<file path="src/rtl/vga_line_fetcher.sv">
// Copies one 256-pixel 8bpp scanline from main memory into the 32-bit line-buffer write port.
// Latency: 2 cycles per byte with zero-wait memory; done 513 cycles after an accepted start.
// Backpressure: each byte request is held until mem_ack; start is only honoured while idle.
module vga_line_fetcher #(
  parameter int                        MEM_ADDR_WIDTH = 16,
  parameter logic [MEM_ADDR_WIDTH-1:0] FB_BASE        = 16'h0000,
  parameter int                        LINES          = 192
) (
  input  logic                      clk,
  input  logic                      rst_n,
  input  logic                      start,
  input  logic [7:0]                line_num,
  output logic                      busy,
  output logic                      done,
  output logic                      err,
  output logic                      mem_req,
  output logic [MEM_ADDR_WIDTH-1:0] mem_addr,
  input  logic                      mem_ack,
  input  logic [7:0]                mem_rd_data,
  output logic                      wr_en,
  output logic [5:0]                wr_addr,
  output logic [31:0]               wr_data
);

  typedef enum logic [1:0] {
    IDLE = 2'd0,
    REQ  = 2'd1,
    GAP  = 2'd2,
    DONE = 2'd3
  } state_t;

  state_t                    state_q;
  state_t                    state_d;
  logic [7:0]                idx_q;
  logic [7:0]                idx_d;
  logic [MEM_ADDR_WIDTH-1:0] base_q;
  logic [MEM_ADDR_WIDTH-1:0] line_off;
  logic [23:0]               pack_q;
  logic [7:0]                last_q;
  logic                      err_q;
  logic                      line_ok;
  logic                      accept;
  logic                      reject;
  logic                      word_end;

  // Line offset in bytes; the final address wraps modulo the address width.
  assign line_off = MEM_ADDR_WIDTH'({line_num, 8'h00});
  assign line_ok  = (int'(line_num) < LINES);
  assign word_end = (idx_q[1:0] == 2'd3);

  // State and byte-index register.
  always_ff @(posedge clk or negedge rst_n) begin
    if (!rst_n) begin
      state_q <= IDLE;
      idx_q   <= 8'd0;
    end else begin
      state_q <= state_d;
      idx_q   <= idx_d;
    end
  end

  // Next-state logic: one request per byte, one GAP cycle after each ack.
  always_comb begin
    state_d = state_q;
    idx_d   = idx_q;
    accept  = 1'b0;
    reject  = 1'b0;
    case (state_q)
      IDLE: begin
        if (start) begin
          if (line_ok) begin
            state_d = REQ;
            idx_d   = 8'd0;
            accept  = 1'b1;
          end else begin
            reject  = 1'b1;
          end
        end
      end
      REQ: begin
        if (mem_ack) begin
          state_d = GAP;
        end
      end
      GAP: begin
        if (idx_q == 8'hFF) begin
          state_d = DONE;
        end else begin
          idx_d   = idx_q + 8'd1;
          state_d = REQ;
        end
      end
      DONE: begin
        state_d = IDLE;
      end
      default: begin
        state_d = IDLE;
      end
    endcase
  end

  // Line base latched at accept so a later line_num change cannot move the fetch.
  always_ff @(posedge clk or negedge rst_n) begin
    if (!rst_n) begin
      base_q <= '0;
    end else if (accept) begin
      base_q <= FB_BASE + line_off;
    end
  end

  // Byte packing: lanes 0..2 go to the pack register, lane 3 is held separately
  // and completes the word presented during the following GAP cycle.
  always_ff @(posedge clk or negedge rst_n) begin
    if (!rst_n) begin
      pack_q <= 24'd0;
      last_q <= 8'd0;
    end else if ((state_q == REQ) && mem_ack) begin
      case (idx_q[1:0])
        2'd0:    pack_q[7:0]   <= mem_rd_data;
        2'd1:    pack_q[15:8]  <= mem_rd_data;
        2'd2:    pack_q[23:16] <= mem_rd_data;
        default: last_q        <= mem_rd_data;
      endcase
    end
  end

  // Rejected start produces a one-cycle error pulse in the following cycle.
  always_ff @(posedge clk or negedge rst_n) begin
    if (!rst_n) begin
      err_q <= 1'b0;
    end else begin
      err_q <= reject;
    end
  end

  // Outputs decode from registered state, so reset clears them immediately.
  always_comb begin
    busy     = (state_q == REQ) || (state_q == GAP);
    done     = (state_q == DONE);
    err      = err_q;
    mem_req  = (state_q == REQ);
    mem_addr = '0;
    wr_en    = 1'b0;
    wr_addr  = 6'd0;
    wr_data  = 32'd0;
    if (state_q == REQ) begin
      mem_addr = base_q + MEM_ADDR_WIDTH'(idx_q);
    end
    if ((state_q == GAP) && word_end) begin
      wr_en   = 1'b1;
      wr_addr = idx_q[7:2];
      wr_data = {last_q, pack_q};
    end
  end

endmodule

</file>
<file path="config.mk">
export PLATFORM = sky130hd
export DESIGN_NAME = vga_line_fetcher
export DESIGN_NICKNAME = d
export VERILOG_FILES = /design/src/rtl/vga_line_fetcher.sv
export SDC_FILE = /design/constraint.sdc
export NUM_CORES = 1
export LEC_CHECK = 0
export CORE_MARGIN = 3
export CORE_UTILIZATION = 49
export CTS_BUF_LIST = sky130_fd_sc_hd__clkbuf_2
export CTS_CLUSTER_SIZE = 40
export DETAILED_ROUTE_END_ITERATION = 10
export HOLD_SLACK_MARGIN = 0.02
export PLACE_DENSITY = 0.83
export REMOVE_ABC_BUFFERS = 1
export SYNTH_ARGS = -nofsm -noshare
export SYNTH_HDL_FRONTEND = slang
export SYNTH_SLANG_ARGS = --single-unit
</file>
<file path="constraint.sdc">
create_clock -name clk -period 2.2 [get_ports clk]
set_input_delay 0.55 -clock clk [delete_from_list [all_inputs] [get_ports clk]]
set_output_delay 0.55 -clock clk [all_outputs]
set_load 0.01 [all_outputs]
</file>
==> flow_summary.json <==
{
  "ant_nets": 0,
  "tritoncts": "yes",
  "clockBufferDepth": 2,
  "cp.arrival_ps": 1650,
  "drive_above_1_share_pct": 45.90,
  "first_pass_iters": 4,
  "finClkSkew_ps": 33.51,
  "dp_cells": 383,
  "crit_path_end_kind": "output port",
  "syn_to_final_growth_pct": 38.46,
  "synth_top_area_cell": "dfrtp_1",
  "htree_levels": 2,
  "startpoint_type": "register",
  "relSlewSlack_pct": 67.40,
  "finalNonFillerCells": 399,
  "worstSkewPairLatency_ps": 460,
  "setup-violations-final": 1,
  "dieArea_sq_um": 6293,
  "wirelength_microns": 6859,
  "die_x_microns": 79.33,
  "path_clk_slew_ps": 260,
  "grt_pass1_wl_microns": 10850,
  "cp.required_ps": 1650,
  "critical_path.max_fanout": 21,
  "rsz0062_at_grt": "true",
  "syn_inst": 235,
  "via_per_inst": 5.599,
  "fmax_ghz": 0.4538,
  "synth_top_cell_area_share_pct": 48.43,
  "grt_pass1_vias": 2188,
  "min_path_type": "input port to async pin",
  "portBuffers": 78,
  "yosysWarningCount": 0,
  "start_util_pct": 51.27,
  "diodes": 0,
  "worst_pin_slew_ps": 487.6,
  "post-route-drc-count": 0,
  "clock_sinks": 51,
  "placeableCoreArea_sq_um": 5140,
  "post-route-worst-setup-slack_ps": -3.643,
  "met1_usage_pct": 29.72,
  "vdd_ir_drop_max_uv": 648.8,
  "hpwl_microns": 4421,
  "grtUsageTotal_pct": 22.29,
  "vias": 2234,
  "routabilityCongestion": 0.7772,
  "powerDensity_nw_per_um2": 989.2,
  "final-hold-violation-count": 0,
  "maxCapViolCount": 0,
  "grt_overflow": 0,
  "leakage_nw": 1.890,
  "synth_area_leaders": "dfrtp_1 (48%), mux2_2 (17%), and3_1 (9.5%)",
  "critPathKind": "register to output port",
  "avgSynthCellArea_sq_um": 11.21,
  "finalCoreUtilization_pct": 70.98,
  "synth.distinct_cells": 36,
  "grt_util_met3_pct": 4.195,
  "fin_crit_sh_pct": 100.2,
  "top_level_ports": 79,
  "netlist_area_sq_um": 2635,
  "cts-root-buf": "clkbuf_2",
  "die-height_microns": 79.33,
  "grt_max_degree": 40,
  "nNetsFinal": 357,
  "violations": "negative setup slack",
  "ys_ff_latch": 51,
  "cts_buffers": 5,
  "ys_seq_area_share_pct": 48.43,
  "status": "finished with violations",
  "report.final.slew_viol_count": 0,
  "rows": 26,
  "antenna_found_initial": 0,
  "layout_min_cycle_time_ps": 2204,
  "wl_per_cell_microns": 17.19,
  "met2_usage_pct": 36.03,
  "top_usage_layer": "met2",
  "drtIter0Drc": 188
}
[layer usage]
metal,share of wire [%],vias up
met5,0,-
met3,4.3,9
met4,1.3,0
met2,52,69
met1,43,1131
li1,-,1025
[metrics by stage]
stage | hold slack (ps) | area, sq um | TNS [ps] | total power, mW | setup slack (ps)
after global placement | 460.2 | 3586 | 0 | 3.000 | 100.7
after floorplan | 254.4 | 2567 | -623.9 | 2.333 | -121.8
after global routing | 462.4 | 3649 | -2978 | 3.847 | -90.93
after detailed placement | 464.5 | 3586 | 0 | 3.073 | 34.85
after CTS | 476.0 | 3540 | -754.2 | 3.571 | -45.29
final | 474.8 | 3649 | -3.643 | 3.609 | -3.643
[logic make-up after synthesis]
logic type / after synthesis / share of synthesized area, %
AOI/OAI and AO/OA: 24 / 6.933
DFF: 51 / 48.43
and+or+nand+nor: 92 / 20.28
buffers and inverters: 20 / 3.419
muxes: 39 / 16.67
adders and majority gates: 9 / 4.274
[repair_timing]
item                                    in CTS  in global routing
endpoints found under the setup margin      58                 57
buffers inserted                             4                  1
pin swaps                                    2                  2
gates cloned                                 3                  1
hold buffers                                 1                  0
endpoints found under the hold margin       12                  0
gates resized for setup                    243                 27
[synth_stat cells]
cell type  number
a31oi_4         1
and3_2          1
a211oi_1        1
a22o_2          1
buf_6           2
dfrtp_1        51
and4_1          1
nand2b_1        1
or2_1           1
a22o_1          1
a31o_2          1
mux2_2         39
nand3_1         7
o21ai_0         9
clkbuf_1       12
a21bo_2         1
or3_1           1
o2bb2ai_1       1
nand3b_1        1
inv_1           6
nor4b_1         1
ha_1            9
nand4_1         2
nor3_1          1
o31ai_1         1
a21oi_1         3
nor2b_1         2
o311ai_2        1
nand2_1         7
nor2_1          9
a31oi_1         1
a211o_1         1
and2_2          1
o221ai_1        1
and3_1         40
and2_1         16
[report_power, final]
part | internal, mW | leakage [nW] | switching, mW | total, mW
Combinational | 0.896 | 1.20 | 0.813 | 1.71
Clock | 0.0807 | 0.0290 | 0.298 | 0.378
Sequential | 1.29 | 0.657 | 0.234 | 1.52
[final cells by class]
| class | instances | area, sq um |
|---|---|---|
| multi-input cells | 164 | 1368 |
| well taps | 70 | 87.58 |
| clock inverters | 2 | 12.51 |
| repair buffers | 100 | 850.8 |
| flip-flops and latches | 51 | 1277 |
| clock buffers | 6 | 30.03 |
| inverters | 6 | 22.52 |
| fillers | 420 | 1491 |
[state kept, by name (all words and copies together), names as in the netlist]
name	flops
last_q	8
state_q	2
err	1
pack_q	24
idx_q	8
base_q	8
[worst paths after layout]
| path | from | endpoint | slack (ps) | cells past startpoint |
|---|---|---|---|---|
| min reg2reg | base_q[15]$_DFFE_PN0P_ | base_q[15]$_DFFE_PN0P_ | 530 | 2 |
| max reg2reg | state_q[1]$_DFFE_PN0P_ | idx_q[7]$_DFFE_PN0P_ | 240 | 7 |
| max | state_q[0]$_DFFE_PN0P_ | wr_data[29] | -4 | 5 |
| min | rst_n | last_q[1]$_DFFE_PN0P_ | 470 | 2 |
| max in group asynchronous | rst_n | state_q[1]$_DFFE_PN0P_ | 1160 | 3 |
| min in group clk | base_q[15]$_DFFE_PN0P_ | base_q[15]$_DFFE_PN0P_ | 530 | 2 |
[critical path, stage by stage (launching register included)]
cell	delay, ps
dfrtp_1	430
inv_2	80
ha_4	210
buf_12	170
and3_1	190
buf_2	140
[placed cells by master (no fill, tap or decap), types with 2 or more instances in the layout]
master           instances
dfrtp_1                 50
and3_4                  12
nor2_1                   9
buf_6                   15
inv_1                    4
and3_1                  29
nor2b_1                  2
buf_12                   4
and2_1                  15
mux2_2                  39
buf_4                   11
clkbuf_2                 8
nand2_1                  7
a21oi_1                  3
buf_16                   2
o21ai_0                  9
nand3_1                  7
nand4_1                  2
ha_1                     6
ha_4                     3
inv_2                    2
clkdlybuf4s50_1         19
buf_2                   44
(Power assumes the default switching activity.)
